`config.mk`:
```
export PLATFORM = sky130hd
export DESIGN_NAME = ms_display
export DESIGN_NICKNAME = d
export VERILOG_FILES = /design/src/rtl/ms_display_pkg.sv /design/src/rtl/ms_display_bin2bcd_seq.sv /design/src/rtl/ms_display.sv
export SDC_FILE = /design/constraint.sdc
export NUM_CORES = 1
export LEC_CHECK = 0
export ABC_CLOCK_PERIOD_IN_PS = 3150
export CAP_MARGIN = 20
export CORE_ASPECT_RATIO = 2
export CORE_UTILIZATION = 30
export DETAILED_ROUTE_END_ITERATION = 10
export SYNTH_ARGS = -nofsm -noshare
export SYNTH_HDL_FRONTEND = slang
export SYNTH_SLANG_ARGS = --single-unit
```
`constraint.sdc`:
```
create_clock -name clk_50M -period 3.15 [get_ports clk_50M]
set_input_delay 0.63 -clock clk_50M [delete_from_list [all_inputs] [get_ports clk_50M]]
set_output_delay 0.63 -clock clk_50M [all_outputs]
set_load 0.01 [all_outputs]
```
`src/rtl/ms_display_pkg.sv`:
```
// Shared definitions for the millisecond display: 7-segment encodings,
// digit count and the sequential BCD converter state enumeration.
package ms_display_pkg;

  localparam int unsigned NUM_DIGITS = 3;

  // Active-low segments, bit0 = a ... bit6 = g.
  localparam logic [6:0] SEG_OFF = 7'h7F;

  // Entry n holds the pattern for decimal digit n.
  localparam logic [9:0][6:0] SEG_DIGITS = {
    7'h10,  // 9
    7'h00,  // 8
    7'h78,  // 7
    7'h02,  // 6
    7'h12,  // 5
    7'h19,  // 4
    7'h30,  // 3
    7'h24,  // 2
    7'h79,  // 1
    7'h40   // 0
  };

  typedef enum logic [1:0] {
    StIdle,
    StShift,
    StLoad
  } conv_state_e;

  // Non-decimal nibbles light nothing rather than a misleading glyph.
  function automatic logic [6:0] seg_encode(input logic [3:0] nib);
    if (nib > 4'd9) begin
      return SEG_OFF;
    end
    return SEG_DIGITS[nib];
  endfunction

endpackage

```
`src/rtl/ms_display_bin2bcd_seq.sv`:
```
// bin2bcd_seq: sequential double-dabble converter. One adjust+shift step per
// clock for BinWidth clocks, then one LOAD clock that publishes the result.
module bin2bcd_seq
  import ms_display_pkg::*;
#(
  parameter int unsigned BinWidth  = 10,
  parameter int unsigned NumDigits = NUM_DIGITS
) (
  input  logic                     clk_i,
  input  logic                     rst_ni,
  input  logic                     start_i,
  input  logic [BinWidth-1:0]      value_i,
  output logic                     busy_o,
  output logic [4*NumDigits-1:0]   bcd_o
);

  localparam int unsigned BcdW = 4 * NumDigits;
  localparam int unsigned SrW  = BcdW + BinWidth;
  localparam int unsigned CntW = $clog2(BinWidth);
  localparam logic [CntW-1:0] LastCnt = CntW'(BinWidth - 1);

  conv_state_e     state_q, state_d;
  logic [SrW-1:0]  sr_q, sr_d;
  logic [SrW-1:0]  adj;
  logic [CntW-1:0] cnt_q, cnt_d;
  logic [BcdW-1:0] bcd_q, bcd_d;

  // Converter state, shift register, step counter and published result.
  always_ff @(posedge clk_i or negedge rst_ni) begin
    if (!rst_ni) begin
      state_q <= StIdle;
      sr_q    <= '0;
      cnt_q   <= '0;
      bcd_q   <= '0;
    end else begin
      state_q <= state_d;
      sr_q    <= sr_d;
      cnt_q   <= cnt_d;
      bcd_q   <= bcd_d;
    end
  end

  // Next-state: load on start, adjust-then-shift per step, publish in LOAD.
  always_comb begin
    state_d = state_q;
    sr_d    = sr_q;
    cnt_d   = cnt_q;
    bcd_d   = bcd_q;
    adj     = sr_q;
    case (state_q)
      StIdle: begin
        if (start_i) begin
          sr_d    = {{BcdW{1'b0}}, value_i};
          cnt_d   = '0;
          state_d = StShift;
        end
      end
      StShift: begin
        for (int i = 0; i < int'(NumDigits); i++) begin
          if (adj[BinWidth+4*i +: 4] >= 4'd5) begin
            adj[BinWidth+4*i +: 4] = adj[BinWidth+4*i +: 4] + 4'd3;
          end
        end
        sr_d  = {adj[SrW-2:0], 1'b0};
        cnt_d = cnt_q + CntW'(1);
        if (cnt_q == LastCnt) begin
          state_d = StLoad;
        end
      end
      StLoad: begin
        bcd_d   = sr_q[SrW-1 -: BcdW];
        state_d = StIdle;
      end
      default: state_d = StIdle;
    endcase
  end

  assign busy_o = (state_q != StIdle);
  assign bcd_o  = bcd_q;

endmodule

```
`src/rtl/ms_display.sv`:
```
// ms_display: change-detects the binary millisecond value, clamps it, hands it
// to the sequential BCD converter and multiplexes the result onto a 3-digit
// active-low 7-segment display.
// Optional build macro LEADING_ZERO_BLANK_EN blanks leading zero digits.
module ms_display
  import ms_display_pkg::*;
#(
  parameter int unsigned SCAN_DIV = 50000,
  parameter int unsigned MAX_VAL  = 999
) (
  input  logic        clk_50M,
  input  logic        rst_n,
  input  logic [9:0]  value_in,
  output logic [6:0]  seg_n,
  output logic [2:0]  an_n,
  output logic [11:0] bcd_out,
  output logic        conv_busy
);

  localparam int unsigned PreW = (SCAN_DIV > 1) ? $clog2(SCAN_DIV) : 1;
  localparam logic [PreW-1:0] PreLast = PreW'(SCAN_DIV - 1);
  localparam logic [9:0] MaxVal = 10'(MAX_VAL);

  logic [9:0]      last_val_q, last_val_d;
  logic [9:0]      clamped;
  logic            start;
  logic [PreW-1:0] pre_q, pre_d;
  logic            wrap;
  logic            active_q, active_d;
  logic [1:0]      dig_q, dig_d;
  logic [3:0]      nib;
  logic            blank;
  logic [6:0]      seg_q, seg_d;
  logic [2:0]      an_q, an_d;

  // last_val keeps the raw input so an over-range value is not re-converted forever.
  assign start   = !conv_busy && (value_in != last_val_q);
  assign clamped = (value_in > MaxVal) ? MaxVal : value_in;
  assign wrap    = (pre_q == PreLast);

  bin2bcd_seq #(
    .BinWidth  (10),
    .NumDigits (NUM_DIGITS)
  ) u_bin2bcd (
    .clk_i   (clk_50M),
    .rst_ni  (rst_n),
    .start_i (start),
    .value_i (clamped),
    .busy_o  (conv_busy),
    .bcd_o   (bcd_out)
  );

  // Change-detect and display scan state; seg/an registered together.
  always_ff @(posedge clk_50M or negedge rst_n) begin
    if (!rst_n) begin
      last_val_q <= '0;
      pre_q      <= '0;
      active_q   <= 1'b0;
      dig_q      <= 2'd0;
      seg_q      <= SEG_OFF;
      an_q       <= 3'b111;
    end else begin
      last_val_q <= last_val_d;
      pre_q      <= pre_d;
      active_q   <= active_d;
      dig_q      <= dig_d;
      seg_q      <= seg_d;
      an_q       <= an_d;
    end
  end

  // Next-state for change-detect, prescaler, digit index and segment mux.
  always_comb begin
    last_val_d = start ? value_in : last_val_q;
    pre_d      = wrap ? '0 : pre_q + PreW'(1);
    active_d   = active_q | wrap;
    dig_d      = dig_q;
    // The first wrap only enables the display on digit 0; later wraps advance.
    if (wrap && active_q) begin
      dig_d = (dig_q == 2'd2) ? 2'd0 : dig_q + 2'd1;
    end
    case (dig_d)
      2'd0:    nib = bcd_out[3:0];
      2'd1:    nib = bcd_out[7:4];
      default: nib = bcd_out[11:8];
    endcase
    blank = 1'b0;
`ifdef LEADING_ZERO_BLANK_EN
    blank = ((dig_d == 2'd2) && (bcd_out[11:8] == 4'd0)) ||
            ((dig_d == 2'd1) && (bcd_out[11:8] == 4'd0) && (bcd_out[7:4] == 4'd0));
`endif
    if (active_d) begin
      an_d  = ~(3'b001 << dig_d);
      seg_d = blank ? SEG_OFF : seg_encode(nib);
    end else begin
      an_d  = 3'b111;
      seg_d = SEG_OFF;
    end
  end

  assign seg_n = seg_q;
  assign an_n  = an_q;

endmodule

```
# Word-level counts from Yosys, hierarchy flattened
# Memories as Yosys holds them, arrays and structs flattened.
# Cells that the tools add are included.
totals:
  register_bits: 79
  mem_bits_ro: 112
  inputBits: 12
  output_inout_bits: 23
  wordCells: 66
  mem_count: 1
classes:
  n_addsub: 6
  n_lt_le_gt_ge: 6
  eq_ne: 9
  n_shift: 1
  muxes: 22
  bitwise: 2
  reduce_logical: 9
mem_list:
  columns: ["name", "depth", "width", "read_ports", "rd_clocked_by_memory_dff", "wr", "line_no", "rtl"]
  rows:
  - ["(name not given)", 16, 7, 1, 0, 0, "ms_display_pkg.sv:35", "return SEG_DIGITS[nib];"]
op_table:
  columns: ["op", "count"]
  rows:
  - ["$pmux W22 S2", 1]
  - ["$mux W7", 4]
  - ["$mux W22", 1]
  - ["$add A16 B1 Y16 const B", 1]
  - ["$eq A16 B16 Y1 const B", 1]
  - ["$mux W16", 1]
  - ["$pmux W4 S2", 2]
  - ["$ge A4 B3 Y1 const B", 3]
  - ["$mux W4", 3]
  - ["$gt A10 B10 Y1 const B", 1]
  - ["$mux W10", 1]
  - ["$ne A10 B10 Y1", 1]
  - ["$add A4 B2 Y4 const B", 2]
  - ["$mux W2", 4]
  - ["$mux W3", 2]
  - ["$lt A4 B5 Y1 const B", 1]
  - ["$add A4 B1 Y4 const B", 1]
  - ["$eq A2 B1 Y1 const B", 2]
  - ["$eq A2 B2 Y1 const B", 2]
  - ["$eq A4 B4 Y1 const B", 1]
  - ["$gt A4 B4 Y1 const B", 1]
  - ["$logic_not A2 Y1", 2]
  - ["$pmux W2 S2", 1]
  - ["$reduce_and A2 Y1", 2]
  - ["11 further kinds", 14]

# Logic depth before layout (Yosys ltp)
logic_depth:
  word_depth: 10
  ltp_mapped: 12
  depth_no_buf: 11

# Modules after synthesis
# Synthesis repeated with hierarchy kept, for this count alone.
hier_totals:
  hier_cells: 421
  hier_area_um2: 4296.6
modules_own_cells:
  columns: ["mod", "instances", "cells_each", "area_each_um2", "seq_area_each_um2"]
  rows:
  - ["ms_display", 1, 221, 2248.4, 988.4]
  - ["bin2bcd_seq", 1, 200, 2048.2, 1001.0]

# Worst setup path after synthesis
# No wires, ideal clock.
synth_timing:
  path_type: "reg2reg"
  start: "register pre_q[7]"
  end: "register seg_q[0], in the netlist seg_n[0]"
  setup_time_ns: 0.061
  arrival_ns: 3.272
  required_ns: 3.089
  path_slack_ns: -0.183
  path_stages_with_launch: 12
  path_buffers: 2
  synth_period_minus_slack_ns: 3.333
  cell_sequence: "dfrtp_1 or4b_1 buf_2 or4_4 buf_6 mux2_2 o211ai_1 inv_1 ha_1 or2_2 a21oi_1 a2111o_1"
synth_between:
  elab_chain_len: 10
  elab_cells_between_ends: 14
  classes_between: "1 x order compare; 2 x eq/ne; 7 x mux; 1 x bitwise; 2 x reduce/logical; 1 x memory"
synth_rtl:
  columns: ["item", "line_no", "rtl"]
  rows:
  - ["from (decl)", "ms_display.sv:27", "logic [PreW-1:0] pre_q, pre_d;"]
  - ["from (signal assigned)", "ms_display.sv:64", "pre_q <= pre_d;"]
  - ["$eq A16 B16 Y1 *", "ms_display.sv:39", "assign wrap = (pre_q == PreLast);"]
  - ["$logic_and A1 B1 Y1", "ms_display.sv:79", "if (wrap && active_q) begin"]
  - ["$mux W2", "ms_display.sv:79", null]
  - ["$eq A2 B1 Y1 or $logic_not A2 Y1 (tied branches)", "ms_display.sv:82", "case (dig_d)"]
  - ["$pmux W4 S2", "ms_display.sv:82", null]
  - ["$gt A4 B4 Y1", "ms_display_pkg.sv:32", "if (nib > 4'd9) begin"]
  - ["$mux W1", "ms_display_pkg.sv:32", null]
  - ["$mux W1", "ms_display.sv:92", "if (active_d) begin"]
  - ["$mux W7", "ms_display_pkg.sv:35", null]
  - ["$mux W7 *", "ms_display.sv:92", null]
  - ["via seg_d[0]", "ms_display.sv:33", "logic [6:0] seg_q, seg_d;"]
  - ["to (signal assigned)", "ms_display.sv:67", "seg_q <= seg_d;"]
  - ["to (decl)", "ms_display.sv:33", null]
# Mark *: on every way through the listed nets, which the timed path passes. The rest lies on a longest branch. The select of a mux whose other input is x is not followed.
# A chain may end at the register's enable or synchronous reset.

# Worst setup path after layout
layout_timing:
  start: "register pre_q[7]"
  end: "register seg_q[3], in the netlist seg_n[3]"
# The elaborated chain is that of the path after synthesis.

==> impl_metrics.ini <==
[clocking]
clkLatencyLatePin_ps = 340
cts_tree = built
maximum_level_of_the_cts_h_tree = 3
root_buffer = clkbuf_16
cts-root-to-sink-buffers = 2
cts.sinks = 79
cts_inserted_buffers = 9
worst_setup_hold_path_clk_slew_ps = 60
ctsHoldBuffers = 0

[detailed_routing]
avgViaCountPerCell = 5.108
wirelength_mm = 8.587
detailroute.via_count = 3034
dr.first_iter.drc_count = 158
drt_pass1_iterations = 4
final_antenna_net_count = 0
drc = 0
routed_wire_length_per_instance_um = 14.46

[timing]
timing.final.crit_period_ps = 2979
tightestPinTransition_ps = 912.2
slew-limit-headroom_pct = 39.19
fin_setup_tns_ps = 0
fin_skew_ps = 7.829
setup-violations-final = 0
layout_worst_path_cycle_share_pct = 94.58
report.final.slew_viol_count = 0
rsz0062_at_grt = false
holdWs_ps = 100.7
highest_clock_rate_mhz = 335.6
layout_setup_ws_ps = 170.6
timing.final.hold_violations = 0

[floorplan]
initial_utilization_pct = 30.59
rows = 59
dieArea_um2 = 13740
pin_count = 35
core_area_um2 = 12990
fp.dieW_um = 83.38
die_h_um = 164.8

[placement]
preCtsSetupSlack_ps = 113.7
dpl_cell_area_um2 = 4552
hpwl_after_dpl_mm = 6.237
io_buffers = 34
dpl.cell_count = 577
gp_congestion = 0.8200

[synthesis]
netlist_top_cells_area = dfrtp_1 (43%), dfstp_2 (6.6%), mux2_2 (5.4%)
ys_dominant_reg_cell = dfrtp_1
mean_syn_cell_area_um2 = 10.11
synthMostInstantiatedCell = dfrtp_1
ys_types = 47
synth_enable_flop_cells = 0
synth_top_area_share_pct = 43.45
synth.largest_area_cell = dfrtp_1
proportion_of_register_bits_with_asynchronous_set_or_reset_after_synthesis_pct = 100.0
synth-warning-count = 0
post_synth_instance_area_um2 = 3974
synth_fp_nets = 421
yosys-top-cells-count = dfrtp_1 (69), nand2_1 (54), nor2_1 (37), xor2_1 (24), o21ai_0 (23)
synth_sequential_area_ratio_pct = 50.06
flops_latches_synth = 79
post_synth_inst_count = 393

[grt]
maximum_number_of_pins_on_one_net_before_global_route_repair = 80
grt_pass1_wl_mm = 14.71
grt.total_usage_pct = 13.58
antenna_found_initial = 0
globalRouteOverflowTotal = 0
grt_pass1_vias = 3148

[setup_path]
end_kind = register
setup.worst_path.start_class = register
cpPeakStageDelay_ps = 550
cp_common_cell = buf_4
critPathRequiredTime_ps = 3410
critical-path-slowest-cell = or4b_1
cell_family_with_the_largest_share_of_critical_path_delay = simple AND/OR/NAND/NOR gates
timing.critical_path.cells = or4b_1 -> buf_4 -> nor4_4 -> mux2_2 -> o211ai_1 -> buf_4 -> inv_1 -> ha_1 -> a2111o_1
path_max_fanout = 5
timing_worst_setup_path_type = reg2reg
critPathBufInv = 3
critPathArrivalTime_ps = 3240

[cells_and_area]
drive_above_1_share_pct = 16.74
final_cell_count_no_fill = 594
final-seq-area_um2 = 1989
util_after_layout_pct = 37.78
antenna_cells = 0
stdcell_area_um2 = 4908
nFillCells = 1286
multiInputGateArea_um2 = 1897
num-nets-final = 465
syn_to_final_growth_pct = 23.52

[power_and_ir_drop]
cellLeakagePower_nw = 2.144
report.power.total_mw = 4.020
power_density_nw_per_um2 = 819.1
vdd.ir_drop.worst_uv = 482.7

[outcome]
run_status = finished clean

[hold_path]
hold_path_class = in2async

[flow_run]
drv.max_cap_violation_count = 0
[kinds of logic (layout without fill, tap and decap cells)]
kind of cell	count (synthesis)	in the layout	synth area share, %
buffers and inverters	30	79	3.085
adders and majority gates	16	16	5.038
and+or+nand+nor	146	146	17.44
muxes	21	21	5.888
DFF	79	79	50.06
xor gates and xnor gates	30	30	6.612
AOI/OAI and AO/OA	71	71	11.87
[state kept, by name, indices dropped and copies added, names as in the netlist]
register and count:
u_bin2bcd.cnt_q 4, u_bin2bcd.sr_q 22, pre_q 16, an_n 3, seg_n 7, dig_q 2
u_bin2bcd.state_q 2, last_val_q 10, active_q 1, u_bin2bcd.bcd_o 12
[report_power, final]
part           internal (mW)  switching [mW]
clock                  0.655           0.414
combinational          0.667           0.736
sequential              1.30           0.250
total                   2.62            1.40
[layout by cell type (no fill, tap or decap), drive strengths merged, types with 5 or more instances in the layout]
cell	instances
inv	14
buf	16
xor2	24
xnor2	6
a22oi	7
nor3	7
dfstp	10
o21ai	23
ha	16
nor2	37
nand2	54
clkbuf	11
dfrtp	69
nand3	13
o211ai	6
clkdlybuf4s50	33
o22ai	7
a21oi	7
nor4	5
nand2b	9
mux2	19
[per-layer routing]
layer	track usage, %	vias up	routed length, um
met2	25.86	66	4886
met5	0	-	0
met3	2.649	15	228
li1	-	1445	-
met1	14.05	1508	3274
met4	6.583	0	198
[final cells by class]
cell class	instances	area share (%)
tap	152	3.875
inverter	14	1.071
clock inverter	5	1.147
clock buffer	11	5.149
sequential	79	40.53
multi-input combinational	284	38.64
timing repair buffer	49	9.584
[final timing paths]
check	startpoint	endpoint	slack (ps)	cells past startpoint
max	pre_q[7]	seg_n[3]	170	9
min	rst_n	last_val_q[2]	100	1
max reg2reg	pre_q[7]	seg_n[3]	170	9
min reg2reg	u_bin2bcd.sr_q[0]	u_bin2bcd.sr_q[1]	460	2
max in group asynchronous	rst_n	an_n[0]	2440	2
min in group clk_50M	u_bin2bcd.sr_q[0]	u_bin2bcd.sr_q[1]	460	2
[timing repair]
item / CTS / global route
setup endpoints to repair: 0 / 4
gates resized for setup: 0 / 4
setup buffers: 0 / 0
(Power assumes the default switching activity.)
